===== src/rtl/fork_reduce_pkg.sv =====
// Shared types and helpers for the flag/vector fork-and-reduce pipeline.
package fork_reduce_pkg;

    typedef enum logic [1:0] {
        RED_OR  = 2'd0,
        RED_XOR = 2'd1,
        RED_AND = 2'd2
    } red_mode_e;

    localparam int RED_MAX_W = 64;

    function automatic int lvl_w(input int depth);
        return $clog2(depth + 1);
    endfunction

    // Only the low 'width' bits of word take part in the reduction.
    function automatic logic reduce_word(
        input logic [RED_MAX_W-1:0] word,
        input int                   width,
        input red_mode_e            mode
    );
        logic r_or;
        logic r_xor;
        logic r_and;
        r_or  = 1'b0;
        r_xor = 1'b0;
        r_and = 1'b1;
        for (int i = 0; i < RED_MAX_W; i++) begin
            if (i < width) begin
                r_or  = r_or | word[i];
                r_xor = r_xor ^ word[i];
                r_and = r_and & word[i];
            end
        end
        case (mode)
            RED_XOR: return r_xor;
            RED_AND: return r_and;
            default: return r_or;
        endcase
    endfunction

endpackage


===== src/rtl/fork_reduce_pipe_fifo.sv =====
// Synchronous FIFO with a registered head word and occupancy counter.
module sync_fifo #(
    parameter  int W     = 1,
    parameter  int DEPTH = 4,
    localparam int PW    = $clog2(DEPTH),
    localparam int LW    = $clog2(DEPTH + 1)
) (
    input  logic          clk,
    input  logic          rst_n,
    input  logic          push,
    input  logic          pop,
    input  logic [W-1:0]  wdata,
    output logic [W-1:0]  rdata,
    output logic [LW-1:0] level
);

    logic [W-1:0]  mem_q [DEPTH];
    logic [PW-1:0] wr_ptr_q, wr_ptr_d;
    logic [PW-1:0] rd_ptr_q, rd_ptr_d;
    logic [PW-1:0] rd_nxt;
    logic [LW-1:0] level_q, level_d;
    logic [W-1:0]  head_q, head_d;

    always_comb begin
        wr_ptr_d = wr_ptr_q;
        rd_ptr_d = rd_ptr_q;
        head_d   = head_q;
        rd_nxt   = rd_ptr_q + PW'(1);
        level_d  = level_q + LW'(push) - LW'(pop);
        if (push) wr_ptr_d = wr_ptr_q + PW'(1);
        if (pop)  rd_ptr_d = rd_nxt;
        // Head reloads from the incoming word when it becomes the only entry,
        // otherwise from the next stored entry after a pop.
        if (push && (level_q == '0 || (pop && level_q == LW'(1))))
            head_d = wdata;
        else if (pop && level_q > LW'(1))
            head_d = mem_q[rd_nxt];
    end

    always_ff @(posedge clk) begin
        if (!rst_n) begin
            wr_ptr_q <= '0;
            rd_ptr_q <= '0;
            level_q  <= '0;
            head_q   <= '0;
        end else begin
            wr_ptr_q <= wr_ptr_d;
            rd_ptr_q <= rd_ptr_d;
            level_q  <= level_d;
            head_q   <= head_d;
        end
    end

    always_ff @(posedge clk) begin
        if (push) mem_q[wr_ptr_q] <= wdata;
    end

    assign rdata = head_q;
    assign level = level_q;

endmodule


===== src/rtl/fork_reduce_pipe.sv =====
// Forks each accepted {flag, vec} word into an inverted-vector lane
// and a reduction-bit lane, each buffered by its own FIFO.
module fork_reduce_pipe
    import fork_reduce_pkg::*;
#(
    parameter int IN_W     = 2,
    parameter int DEPTH    = 4,
    parameter int RED_MODE = 1
) (
    input  logic                       clk,
    input  logic                       rst_n,
    input  logic                       in_valid,
    output logic                       in_ready,
    input  logic                       in_flag,
    input  logic [IN_W-1:0]            in_vec,
    output logic                       a_valid,
    input  logic                       a_ready,
    output logic [IN_W-1:0]            a_vec,
    output logic                       b_valid,
    input  logic                       b_ready,
    output logic                       b_bit,
    output logic [$clog2(DEPTH+1)-1:0] a_level,
    output logic [$clog2(DEPTH+1)-1:0] b_level
);

    localparam int        LVL_W = lvl_w(DEPTH);
    localparam red_mode_e MODE  = red_mode_e'(RED_MODE);

    logic                 accept;
    logic                 a_pop;
    logic                 b_pop;
    logic [IN_W:0]        word;
    logic [RED_MAX_W-1:0] word_ext;
    logic [IN_W-1:0]      a_data;
    logic                 b_data;
    logic [LVL_W-1:0]     a_lvl;
    logic [LVL_W-1:0]     b_lvl;

    assign word     = {in_flag, in_vec};
    assign word_ext = RED_MAX_W'(word);
    assign a_data   = in_vec ^ {IN_W{in_flag}};
    assign b_data   = reduce_word(word_ext, IN_W + 1, MODE);

    // Levels are registered, so in_ready never depends on the lane readies.
    assign in_ready = rst_n && (a_lvl < LVL_W'(DEPTH))
                            && (b_lvl < LVL_W'(DEPTH));
    assign accept   = in_valid && in_ready;

    assign a_valid  = (a_lvl != '0);
    assign b_valid  = (b_lvl != '0);
    assign a_pop    = a_valid && a_ready;
    assign b_pop    = b_valid && b_ready;

    sync_fifo #(.W(IN_W), .DEPTH(DEPTH)) u_lane_a (
        .clk   (clk),
        .rst_n (rst_n),
        .push  (accept),
        .pop   (a_pop),
        .wdata (a_data),
        .rdata (a_vec),
        .level (a_lvl)
    );

    sync_fifo #(.W(1), .DEPTH(DEPTH)) u_lane_b (
        .clk   (clk),
        .rst_n (rst_n),
        .push  (accept),
        .pop   (b_pop),
        .wdata (b_data),
        .rdata (b_bit),
        .level (b_lvl)
    );

    assign a_level = a_lvl;
    assign b_level = b_lvl;

endmodule


===== config.mk =====
export PLATFORM = sky130hd
export DESIGN_NAME = fork_reduce_pipe
export DESIGN_NICKNAME = d
export VERILOG_FILES = /design/src/rtl/fork_reduce_pkg.sv /design/src/rtl/fork_reduce_pipe_fifo.sv /design/src/rtl/fork_reduce_pipe.sv
export SDC_FILE = /design/constraint.sdc
export NUM_CORES = 1
export LEC_CHECK = 0
export CAP_MARGIN = 10
export CORE_MARGIN = 3
export CORE_UTILIZATION = 50
export CTS_CLUSTER_SIZE = 16
export DETAILED_ROUTE_END_ITERATION = 16
export PLACE_DENSITY = 0.83
export SLEW_MARGIN = 40
export SYNTH_ARGS = -nofsm -noshare
export SYNTH_HDL_FRONTEND = slang
export SYNTH_SLANG_ARGS = --single-unit

===== constraint.sdc =====
create_clock -name clk -period 2.55 [get_ports clk]
set_clock_uncertainty 0.15 [all_clocks]
set_input_delay 0.51 -clock clk [delete_from_list [all_inputs] [get_ports clk]]
set_output_delay 0.51 -clock clk [all_outputs]
set_load 0.01 [all_outputs]

---- Yosys cells after proc, flatten, opt, wreduce, memory -nomap -nowiden ----
Memories as Yosys holds them, arrays and structs flattened.
Cells that the tools add are included.
Widths: inputs -> output; s select.
storage, ports and cells
  memories kept ........................... 2
  memory bits (writable) .................. 12
  output and inout bits ................... 12
  flip-flop bits (word level) ............. 17
cells by class
  magnitude comparators ................... 4
  add/sub/neg operators ................... 8
  mux-type cells .......................... 6
  bitwise logic cells ..................... 3
  equality and inequality tests ........... 2
  reduce and logical (&&, ||, !) cells .... 19
memories
  name            depth  width  read ports  clocked after memory_dff  wr ports  RTL line                     text
  u_lane_a.mem_q  4      2      1           0                         1         fork_reduce_pipe_fifo.sv:17  logic [W-1:0] mem_q [DEPTH];
  u_lane_b.mem_q  4      1      1           0                         1         fork_reduce_pipe_fifo.sv:17
operators with widths
  operator             count
  $logic_and 1x1->1    11
  $add 2x1->2 const B  4
  $add 3x1->3          2
  $eq 3x1->1 const B   2
  $gt 3x1->1 const B   2
  $logic_not 3->1      2
  $lt 3x3->1 const B   2
  $reduce_bool 3->1    2
  $sub 3x1->3          2
  $mux 1               4
  $mux 2               2
  $reduce_bool 2->1    2
  $logic_or 1x1->1     2
  $xor 1x1->1          2
  $xor 2x2->2          1

---- Logic depth before layout (Yosys ltp) ----
Gate-level depths: netlist of run 1.
  depth after elaboration ................. 6
  gate-level depth with buffers ........... 8

---- Modules after synthesis ----
A second synthesis of run 1 with hierarchy kept.
unflattened totals
  cell total of the unflattened synthesis .. 134
  area total of the unflattened synthesis .. 1576.5 µm²
by module, submodules not included
  module                 cells each  area each (µm²)  instances
  sync_fifo at u_lane_a  69          840.8            1
  sync_fifo at u_lane_b  56          646.9            1
  fork_reduce_pipe       9           88.8             1

---- Worst setup path after synthesis of run 1 ----
OpenSTA, ideal clock, no wires.
  path type ............................... input to register
  start point ............................. in in_valid
  end point ............................... reg u_lane_a.level_q[2], in the netlist u_lane_a.level[2]
  stages on the path ...................... 8
  arrival ................................. 1.952 ns
  library setup time ...................... 0.128 ns
  required time ........................... 2.272 ns
  path slack .............................. 0.321 ns
  path through ............................ nor4bb_1 buf_4 clkbuf_1 ha_1 inv_1 fa_1 xnor2_1 nor2_1
on the way
  cells in the longest elaborated chain, start to end .. 3
RTL lines
  element                 RTL line                     text
  start: declaration      fork_reduce_pipe.sv:12       input logic in_valid,
  $logic_and 1x1->1       fork_reduce_pipe.sv:47       assign accept = in_valid && in_ready;
  named net accept        fork_reduce_pipe.sv:29       logic accept;
  $add 3x1->3             fork_reduce_pipe_fifo.sv:29  level_d = level_q + LW'(push) - LW'(pop);
  $sub 3x1->3             fork_reduce_pipe_fifo.sv:29
  end signal: assignment  fork_reduce_pipe_fifo.sv:49  level_q <= level_d;
  end: declaration        fork_reduce_pipe_fifo.sv:21  logic [LW-1:0] level_q, level_d;
The timed path passes the listed nets, and every way through them passes these cells.
A chain may end at the register's enable or synchronous reset.

---- Worst setup path after layout of run 1 ----
  start point ............................. in rst_n
  end point ............................... out in_ready
on the way
  cells in the longest elaborated chain, start to end .. 2
RTL lines
  element             RTL line                text
  start: declaration  fork_reduce_pipe.sv:11  input logic rst_n,
  $logic_and 1x1->1   fork_reduce_pipe.sv:45  assign in_ready = rst_n && (a_lvl < LVL_W'(DEPTH))
  $logic_and 1x1->1   fork_reduce_pipe.sv:46  && (b_lvl < LVL_W'(DEPTH));
  end: declaration    fork_reduce_pipe.sv:13  output logic in_ready,
No other way between the ends.

==> flow_metrics.py, run 1 <==
metrics = {
    "status": {
        "outcome": "completed",
    },
    "final_layout": {
        "regArea_um2": 700.7,
        "fill_cells": 228,
        "nets": 188,
        "final_util_pct": 66.13,
        "syn_to_final_growth_pct": 24.47,
        "multi_input_comb_area_um2": 708.2,
        "n_antenna_cell": 0,
        "layout-drive-gt1-share_pct": 13.50,
    },
    "cts": {
        "htreeDepth": 2,
        "cts_buffers": 5,
        "clk_pin_slew_ns": 0.09,
        "clkSinkCount": 29,
        "clock_tree.root_cell": "clkbuf_4",
        "cts_tree": "yes",
        "post_cts_resized": 0,
        "cts_hold_buffers": 0,
        "post_cts_buffers": 0,
        "clock_latency_ns": 0.33,
        "cts.path.max_buffers": 2,
    },
    "timing": {
        "max_freq_mhz": 410.1,
        "fin_tns_setup_ns": 0,
        "hold_viol_final": 0,
        "finalWorstSetupSlack_ns": 0.1118,
        "slew_viol_final": 0,
        "worst_slew_margin_rel_pct": 71.58,
        "tightest_slew_ns": 0.4233,
        "rsz0062_at_grt": "false",
        "min_period_ns": 2.438,
        "setup_violations": 0,
        "fin_crit_sh_pct": 95.62,
    },
    "global_route": {
        "grt_pass1_wl_um": 4533,
        "grt_pass1_vias": 1083,
        "antenna_found_initial": 0,
        "grt_max_degree": 16,
        "grtUsageTotal_pct": 17.66,
        "grt-ovfl-total": 0,
    },
    "min_path": {
        "hp-class": "reg -> reg",
        "min_from": "u_lane_b.rd_ptr_q[0]",
        "hold_depth": 2,
        "hold_end": "u_lane_b.rd_ptr_q[0]",
    },
    "yosys": {
        "syn_area_mm2": 0.001478,
        "postSynthAreaPerCell_um2": 11.19,
        "ys_top_cells_by_area": "edfxtp_1, dfxtp_1, ha_1, xnor2_1, mux4_2",
        "synth_fa_ha_area_share_pct": 16.26,
        "synth_area_leader_cell": "edfxtp_1",
        "ys_types": 29,
        "synth-main-ff-cell": "dfxtp_1",
        "synthDominantCellAreaShare_pct": 24.39,
        "synth-seq-area-share_pct": 47.42,
        "synth_xor_area_share_pct": 6.520,
        "synth_fp_nets": 158,
        "synth-simple-area-share_pct": 12.87,
        "ys_warn_count": 0,
        "synth-compound-area-share_pct": 7.282,
        "ys_ff_latch": 29,
        "synth_top_family_by_area": "adder cells",
        "syn_inst": 132,
        "synth_enable_flop_cells": 12,
        "synth.area.mux_share_pct": 4.572,
        "async_flop_share_pct": 0,
    },
    "worst_setup_path": {
        "rrSetupSlack_ns": 0.43,
        "crit_path_start_kind": "primary input",
        "regToRegEndpoint": "u_lane_a.level[2]",
        "rr_worst_depth": 8,
        "required_ns": 1.89,
        "crit-reg2reg-launch": "u_lane_a.level[2]",
        "path_max_fanout": 3,
        "path_class": "in -> out",
        "arrival_ns": 1.78,
        "end_kind": "primary output",
    },
    "power": {
        "ir_drop_mv": 0.7234,
        "p_total_uw": 1820,
        "power_density_mw_per_mm2": 989.4,
        "p_leak_uw": 0.0007343,
    },
    "route": {
        "detail_route.wl_per_cell_um": 14.11,
        "drtIter0Drc": 43,
        "drc_errors": 0,
        "dr.pass1.iters": 4,
        "ant_nets": 0,
        "num_vias": 1017,
        "route.final.wire_length_um": 2738,
        "vias_per_cell": 5.242,
    },
    "floorplanning": {
        "num_rows": 19,
        "ios": 20,
        "die_h_um": 60.36,
        "fp.dieArea_mm2": 0.003643,
        "die_w_um": 60.36,
        "start_util_pct": 53.13,
        "fp.coreArea_mm2": 0.002781,
    },
    "run": {
        "cap_viol_max_count": 0,
    },
    "placed_design": {
        "dp_hpwl_um": 2170,
        "io_buffer_count": 19,
        "gp_congestion": 0.8755,
        "pre_cts_slack_ns": 0.001047,
    },
}
-- routing by layer --
layer / part of all wire [%] / global-route usage (%) / vias to the layer above
met4: 2.1 / 7.278 / 0
met2: 53 / 31.64 / 26
met3: 5.8 / 7.021 / 8
met5: 0 / 0 / -
li1: - / - / 500
met1: 40 / 18.28 / 483
-- per-stage QoR --
step,hold WS (ns),instance area [um2],std cells
after floorplan,0.3592,1478,132
after global placement,0.3795,1750,186
after detailed placement,0.3957,1750,186
after CTS,0.4179,1839,194
after global routing,0.4601,1839,194
final,0.4140,1839,194
-- layout by cell type (no fill, tap or decap), types with 2 or more instances in the layout --
| cell type | instances |
|---|---|
| nor3_1 | 3 |
| o31a_1 | 2 |
| xor2_1 | 3 |
| nand3_1 | 2 |
| edfxtp_1 | 12 |
| mux4_2 | 3 |
| xnor2_1 | 8 |
| and2_1 | 10 |
| clkbuf_4 | 5 |
| dfxtp_1 | 17 |
| fa_1 | 2 |
| inv_1 | 15 |
| nand2_1 | 5 |
| a21oi_1 | 5 |
| ha_1 | 16 |
| nor2_1 | 14 |
| clkdlybuf4s50_1 | 19 |
| buf_4 | 7 |
-- final cells by class --
type	instances	share of cell area (%)
clock buffers	6	2.789
multi-input cells	84	38.50
inverters	16	3.265
repair buffers	26	13.20
clock inverters	2	2.041
well taps	31	2.109
flip-flops and latches	29	38.10
-- sequential cells by signal, summed over array words and instances, names as in the netlist --
register and flops:
u_lane_b.rd_ptr_q 2, u_lane_b.mem_q 4, u_lane_a.wr_ptr_q 2, u_lane_a.level 3
u_lane_b.wr_ptr_q 2, u_lane_b.level 3, u_lane_a.rd_ptr_q 2, u_lane_b.rdata 1
u_lane_a.rdata 2, u_lane_a.mem_q 8
-- worst max path at each step --
stage	start	to	slack, ns	cells past startpoint
floorplan	in_valid	u_lane_a.level[2]	0.32	8
global placement	rst_n	u_lane_b.level[2]	0.07	8
detailed placement	in_valid	u_lane_b.level[2]	0.001	8
CTS	rst_n	in_ready	0.11	4
global route	rst_n	in_ready	0.05	4
finish	rst_n	in_ready	0.11	4
-- where the power goes --
| part | total [uW] | switching [uW] | internal, uW |
|---|---|---|---|
| Combinational | 744 | 341 | 404 |
| Sequential | 675 | 96.3 | 578 |
| Clock | 401 | 168 | 233 |
-- kinds of logic (layout without fill, tap and decap cells) --
logic type	count (synthesis)	in the layout
adders and majority gates	18	18
DFF	29	29
and+or+nand+nor	38	38
buffers and inverters	19	50
AOI/OAI and AO/OA	14	14
xor gates and xnor gates	11	11
muxes	3	3
-- synthesized netlist by cell type (all sizes together) (3+ instances only) --
cell,number
and2,10
edfxtp,12
xor2,3
nor2,14
ha,16
mux4,3
inv,16
a21oi,5
xnor2,8
nand2,5
nor3,3
dfxtp,17
-- worst max-delay path, cell delays in order --
cell             delay (ns)
clkdlybuf4s50_1        0.51
inv_2                  0.05
nor3_1                 0.15
clkdlybuf4s50_1        0.55
Note: power is estimated with default switching activity, not from simulation.
==> run 2, diff against run 1 <==
--- a/config.mk
+++ b/config.mk
@@ -5,11 +5,13 @@
 export SDC_FILE = /design/constraint.sdc
 export NUM_CORES = 1
 export LEC_CHECK = 0
+export ABC_CLOCK_PERIOD_IN_PS = 2550
 export CAP_MARGIN = 10
 export CORE_MARGIN = 3
 export CORE_UTILIZATION = 50
 export CTS_CLUSTER_SIZE = 16
 export DETAILED_ROUTE_END_ITERATION = 16
+export HOLD_SLACK_MARGIN = 0.15
 export PLACE_DENSITY = 0.83
 export SLEW_MARGIN = 40
 export SYNTH_ARGS = -nofsm -noshare
==> constraint.sdc (replaced) <==
create_clock -name clk -period 2.55 [get_ports clk]
set_clock_uncertainty 0.15 [all_clocks]
set_input_delay 0.51 -clock clk [delete_from_list [all_inputs] [get_ports clk]]
set_output_delay 0.51 -clock clk [all_outputs]
set_load 0.05 [all_outputs]
==> flow_metrics.py, run 2 (same netlist as run 1, synthesis figures left out) <==
metrics = {
    "worst_setup_path": {
        "end_kind": "primary output",
        "arrival_ns": 1.80,
        "path_max_fanout": 5,
        "path_class": "reg -> out",
        "required_ns": 1.89,
        "crit_path_start_kind": "flop",
    },
    "run": {
        "cap_viol_max_count": 0,
    },
    "power": {
        "ir_drop_mv": 0.7855,
        "internal_power_uw": 1094,
        "power_frac_seq_pct": 34.8,
        "clkPwrFrac_pct": 13.7,
        "switching_power_uw": 846.9,
        "power_density_mw_per_mm2": 1070,
        "p_leak_uw": 0.0007370,
        "swShare_pct": 43.64,
        "combPwrFrac_pct": 51.6,
    },
    "timing": {
        "min_period_ns": 2.461,
        "rsz0062_at_grt": "false",
        "setup_violations": 0,
        "slew_viol_final": 0,
        "fin_crit_sh_pct": 96.52,
        "tightest_slew_ns": 0.5294,
        "worst_slew_margin_rel_pct": 64.65,
        "finalWorstSetupSlack_ns": 0.08874,
        "max_freq_mhz": 406.3,
        "hold_viol_final": 0,
    },
    "route": {
        "num_vias": 1001,
        "vias_per_cell": 5.160,
        "ant_nets": 0,
        "route.final.wire_length_um": 2644,
        "drtIter0Drc": 17,
        "dr.pass1.iters": 4,
        "drc_errors": 0,
        "detail_route.wl_per_cell_um": 13.63,
    },
    "cts": {
        "cts_tree": "yes",
        "clock_tree.root_cell": "clkbuf_4",
        "htreeDepth": 2,
        "cts.path.max_buffers": 2,
        "clk_pin_slew_ns": 0.09,
        "clkSinkCount": 29,
        "cts_buffers": 5,
        "clock_latency_ns": 0.32,
    },
    "global_route": {
        "grt-ovfl-total": 0,
        "grtUsageTotal_pct": 17.12,
        "antenna_found_initial": 0,
        "grt_max_degree": 16,
        "grt_pass1_wl_um": 4436,
        "grt_pass1_vias": 1028,
    },
    "final_layout": {
        "syn_to_final_growth_pct": 22.78,
        "regMostFlops": "u_lane_a.mem_q",
        "layout-drive-gt1-share_pct": 13.50,
        "top_regs": "u_lane_a.mem_q: 8 flops, u_lane_b.mem_q: 4 flops",
        "n_antenna_cell": 0,
        "final_cell_count_no_fill": 194,
        "largest_reg_flops": 8,
        "final_cell_mix": "clkdlybuf4s50_1, dfxtp_1, ha_1, inv_1, nor2_1",
        "nets": 188,
        "final_util_pct": 65.23,
    },
    "floorplanning": {
        "start_util_pct": 53.13,
        "die_h_um": 60.36,
        "num_rows": 19,
        "fp.coreArea_mm2": 0.002781,
        "die_w_um": 60.36,
        "fp.dieArea_mm2": 0.003643,
        "ios": 20,
    },
    "placed_design": {
        "pre_cts_slack_ns": -0.007543,
        "gp_congestion": 0.9062,
        "io_buffer_count": 19,
        "dp_hpwl_um": 2075,
        "dp_cells": 186,
    },
    "min_path": {
        "hp-class": "reg -> reg",
    },
    "status": {
        "outcome": "completed",
    },
}
-- run 2: cell types whose count changed in the layout (fill, tap and decap cells not counted) --
cell,before,now
buf_12,0,1
bufinv_16,1,0
clkbuf_1,0,1
clkbuf_8,1,0
clkdlybuf4s50_1,19,17
clkinv_2,0,2
clkinvlp_4,1,0
dlymetal6s2s_1,0,1
-- run 2: power groups by stage --
| stage | sequential (uW) | clock, uW | combinational [uW] |
|---|---|---|---|
| 2_1_floorplan | 844 | 0 | 517 |
| 3_3_place_gp | 678 | 0 | 959 |
| 3_5_place_dp | 688 | 0 | 1010 |
| 4_1_cts | 676 | 271 | 1010 |
| 5_1_grt | 689 | 291 | 1100 |
| 6_report | 675 | 265 | 1000 |
-- run 2: layout make-up --
class | count | area [um2]
clock buffers | 6 | 41.29
clock inverters | 2 | 10.01
fillers | 227 | 967.2
inverters | 16 | 60.06
multi-input cells | 84 | 708.2
flip-flops and latches | 29 | 700.7
well taps | 31 | 38.79
repair buffers | 26 | 255.2
-- run 2: path summary, 6_finish.rpt --
| check | start | to | slack [ns] | cells past startpoint |
|---|---|---|---|---|
| max reg2reg | u_lane_a.level[2] | u_lane_a.level[2] | 0.46 | 8 |
| max | u_lane_a.level[1] | a_valid | 0.09 | 3 |
| min reg2reg | u_lane_b.rdata | u_lane_b.rdata | 0.41 | 2 |
| min | u_lane_b.rdata | u_lane_b.rdata | 0.41 | 2 |
-- run 2: per-layer routing --
metal	GRT usage, %	vias up	wire length (um)
li1	-	500	-
met1	20.05	474	1096
met2	28.70	21	1365
met3	4.681	6	123
met4	8.861	0	60
met5	0	-	0
-- run 2: critical path, cell delays in order, from the launching register on --
cell and delay [ns]:
dfxtp_1 0.44, inv_1 0.13, nand3_1 0.11, clkdlybuf4s50_1 0.81
-- run 2: what timing repair did --
action | CTS | global route
hold buffers | 0 | 0
buffers inserted | 0 | 0
resized for setup | 0 | 1
endpoints found under the setup margin | 0 | 1
-- run 2: metrics by stage --
step	hold slack, ns	cell area, um2	total power (uW)	setup TNS [ns]
after global routing	0.4495	1814	2081	0
after CTS	0.4112	1812	1957	0
after detailed placement	0.3897	1760	1694	-0.007543
after floorplan	0.3592	1478	1361	0
after global placement	0.3768	1760	1637	0
final	0.4072	1814	1941	0
==> patch: new RTL, flow settings as in run 1 <==
Change the parameter `IN_W` from 2 to 4.
--- a/src/rtl/fork_reduce_pipe.sv
+++ b/src/rtl/fork_reduce_pipe.sv
@@ -3,7 +3,7 @@
 module fork_reduce_pipe
     import fork_reduce_pkg::*;
 #(
-    parameter int IN_W     = 2,
+    parameter int IN_W     = 4,
     parameter int DEPTH    = 4,
     parameter int RED_MODE = 1
 ) (
Interface: changed (resized a_vec and in_vec); port bits go from 20 to 24. The function was not compared with the original's and may differ.
==> patch against run 1 <==
  * Sequential cell count grew 10
  * Cell area rose by 27%
  * Register-to-register slack worse by 0.05 ns
  * Routed wire length increased by 22%
  * Total power is 18% higher
  * Critical endpoint unchanged
  * Synthesized area grew 29%
  * Via count is 21% higher
  * Largest power group is now sequential cells
  * Cell count up 21%
  * Worst setup slack better by 0.062 ns
  * Critical path type unchanged
  * Sequential power rose by 29%
  * Global-route usage decreased by 0.94 points
  * Hold slack got worse by 0.094 ns
==> patch: results (changes against run 1) <==
outcome:
  outcome: "complete, no violations"  # unchanged
finish:
  multi_input_gates: 100  # was 84
  multi_input_area_um2: 860  # was 708 um^2
  clkCellAreaFrac_pct: 4.61  # was 4.83%
  n_fill_cell: 258  # was 228
  area_growth_pct: 22.0  # was 24.5%
  nonClockBufferCount: 30  # was 26
  bufAreaShareNonClock_pct: 12.1  # was 13.2%
  inverters_excl_clock: 12  # was 16
synthesis:
  ys_seq_elements: 39  # was 29
  synth.distinct_cells: 34  # was 29
  synth_nets: 183  # was 158
  synth_top_cells_by_count: "edfxtp_1 (20), dfxtp_1 (19), and2_1 (18), ha_1 (15), inv_1 (12)"  # was dfxtp_1 (17), ha_1 (16), inv_1 (15), nor2_1 (14), edfxtp_1 (12)
  netlist_area_mm2: 0.00191  # was 0.00148 mm^2
  synth_edf_count: 20  # was 12
  postSynthCellCount: 156  # was 132
  synth_area_leaders: "edfxtp_1 (31%), dfxtp_1 (20%), ha_1 (9.8%)"  # was edfxtp_1 (24%), dfxtp_1 (23%), ha_1 (14%)
  synth_seq_area_share_pct: 51.3  # was 47.4%
grt:
  grt_pass1_wl_um: 5450  # was 4530 um
  grtUsageMet2_pct: 29.2  # was 31.6%
  gr-usage-met3_pct: 5.91  # was 7.02%
  grt_usage_pct: 16.7  # was 17.7%
  grt_use_met1_pct: 18.9  # was 18.3%
hold_path:
  min_to: "u_lane_a.rdata[3]"  # was u_lane_b.rd_ptr_q[0]
  min-delay-start: "u_lane_a.rdata[3]"  # was u_lane_b.rd_ptr_q[0]
timing:
  hold-worst-slack_ns: 0.320  # was 0.414 ns
  max_clock_freq_mhz: 421  # was 410 MHz
route:
  drt-total-wl_um: 3340  # was 2740 um
  vias: 1229  # was 1,017
  drtIter0Drc: 52  # was 43
  viasPerCell: 5.23  # was 5.24
  wl_met1_um: 1440  # was 1080 um
placement:
  place_ws_ns: -0.0224  # was 0.00105 ns
  dp.cells: 227  # was 186
  io_buffers: 23  # was 19
  gp_congestion: 0.746  # was 0.876
  placedInstanceArea_mm2: 0.00223  # was 0.00175 mm^2
  dp_hpwl_um: 2630  # was 2170 um
worst_setup_path:
  crit_path_max_incr_delay_ns: 0.53  # was 0.55 ns
  crit_fanout: 4  # was 3
  r2r_end: "u_lane_b.level[2]"  # was u_lane_a.level[2]
  cp.arrival_ns: 1.72  # was 1.78 ns
pwr:
  p_leak_nw: 0.890  # was 0.734 nW
  peakVddDrop_uv: 422  # was 723 uV
clock_network:
  insertion_delay_ns: 0.29  # was 0.33 ns
  clk_pin_slew_ns: 0.07  # was 0.09 ns
-- patch: changes by cell type after synthesis, moves of 2 or more --
cell      delta
mux4_2       +2
nor2_1       -9
xnor2_1      -2
xor2_1       +3
nor3_1       -2
nand3_1      +3
edfxtp_1     +8
and2_1       +8
inv_1        -3
o21ai_0      +3
dfxtp_1      +2
nor2b_1      +3
a21boi_1     +2
-- patch: cells by family (layout without fill, tap and decap cells) --
logic type	Yosys count	after routing	share of synthesized area, %
simple gates	44	44	12.9
flops	39	39	51.3
compound gates	19	19	6.21
fa+ha+maj	17	17	11.9
buf+inv	17	50	3.79
xor+xnor	14	14	7.52
mux	6	6	6.41
-- patch: report_power, final --
part	leakage, nW	total (W)	switching (W)	internal, W
logic	0.497	0.000776	0.000356	0.000420
clock network	0.0556	0.000497	0.000211	0.000286
registers	0.337	0.000868	0.0000987	0.000769
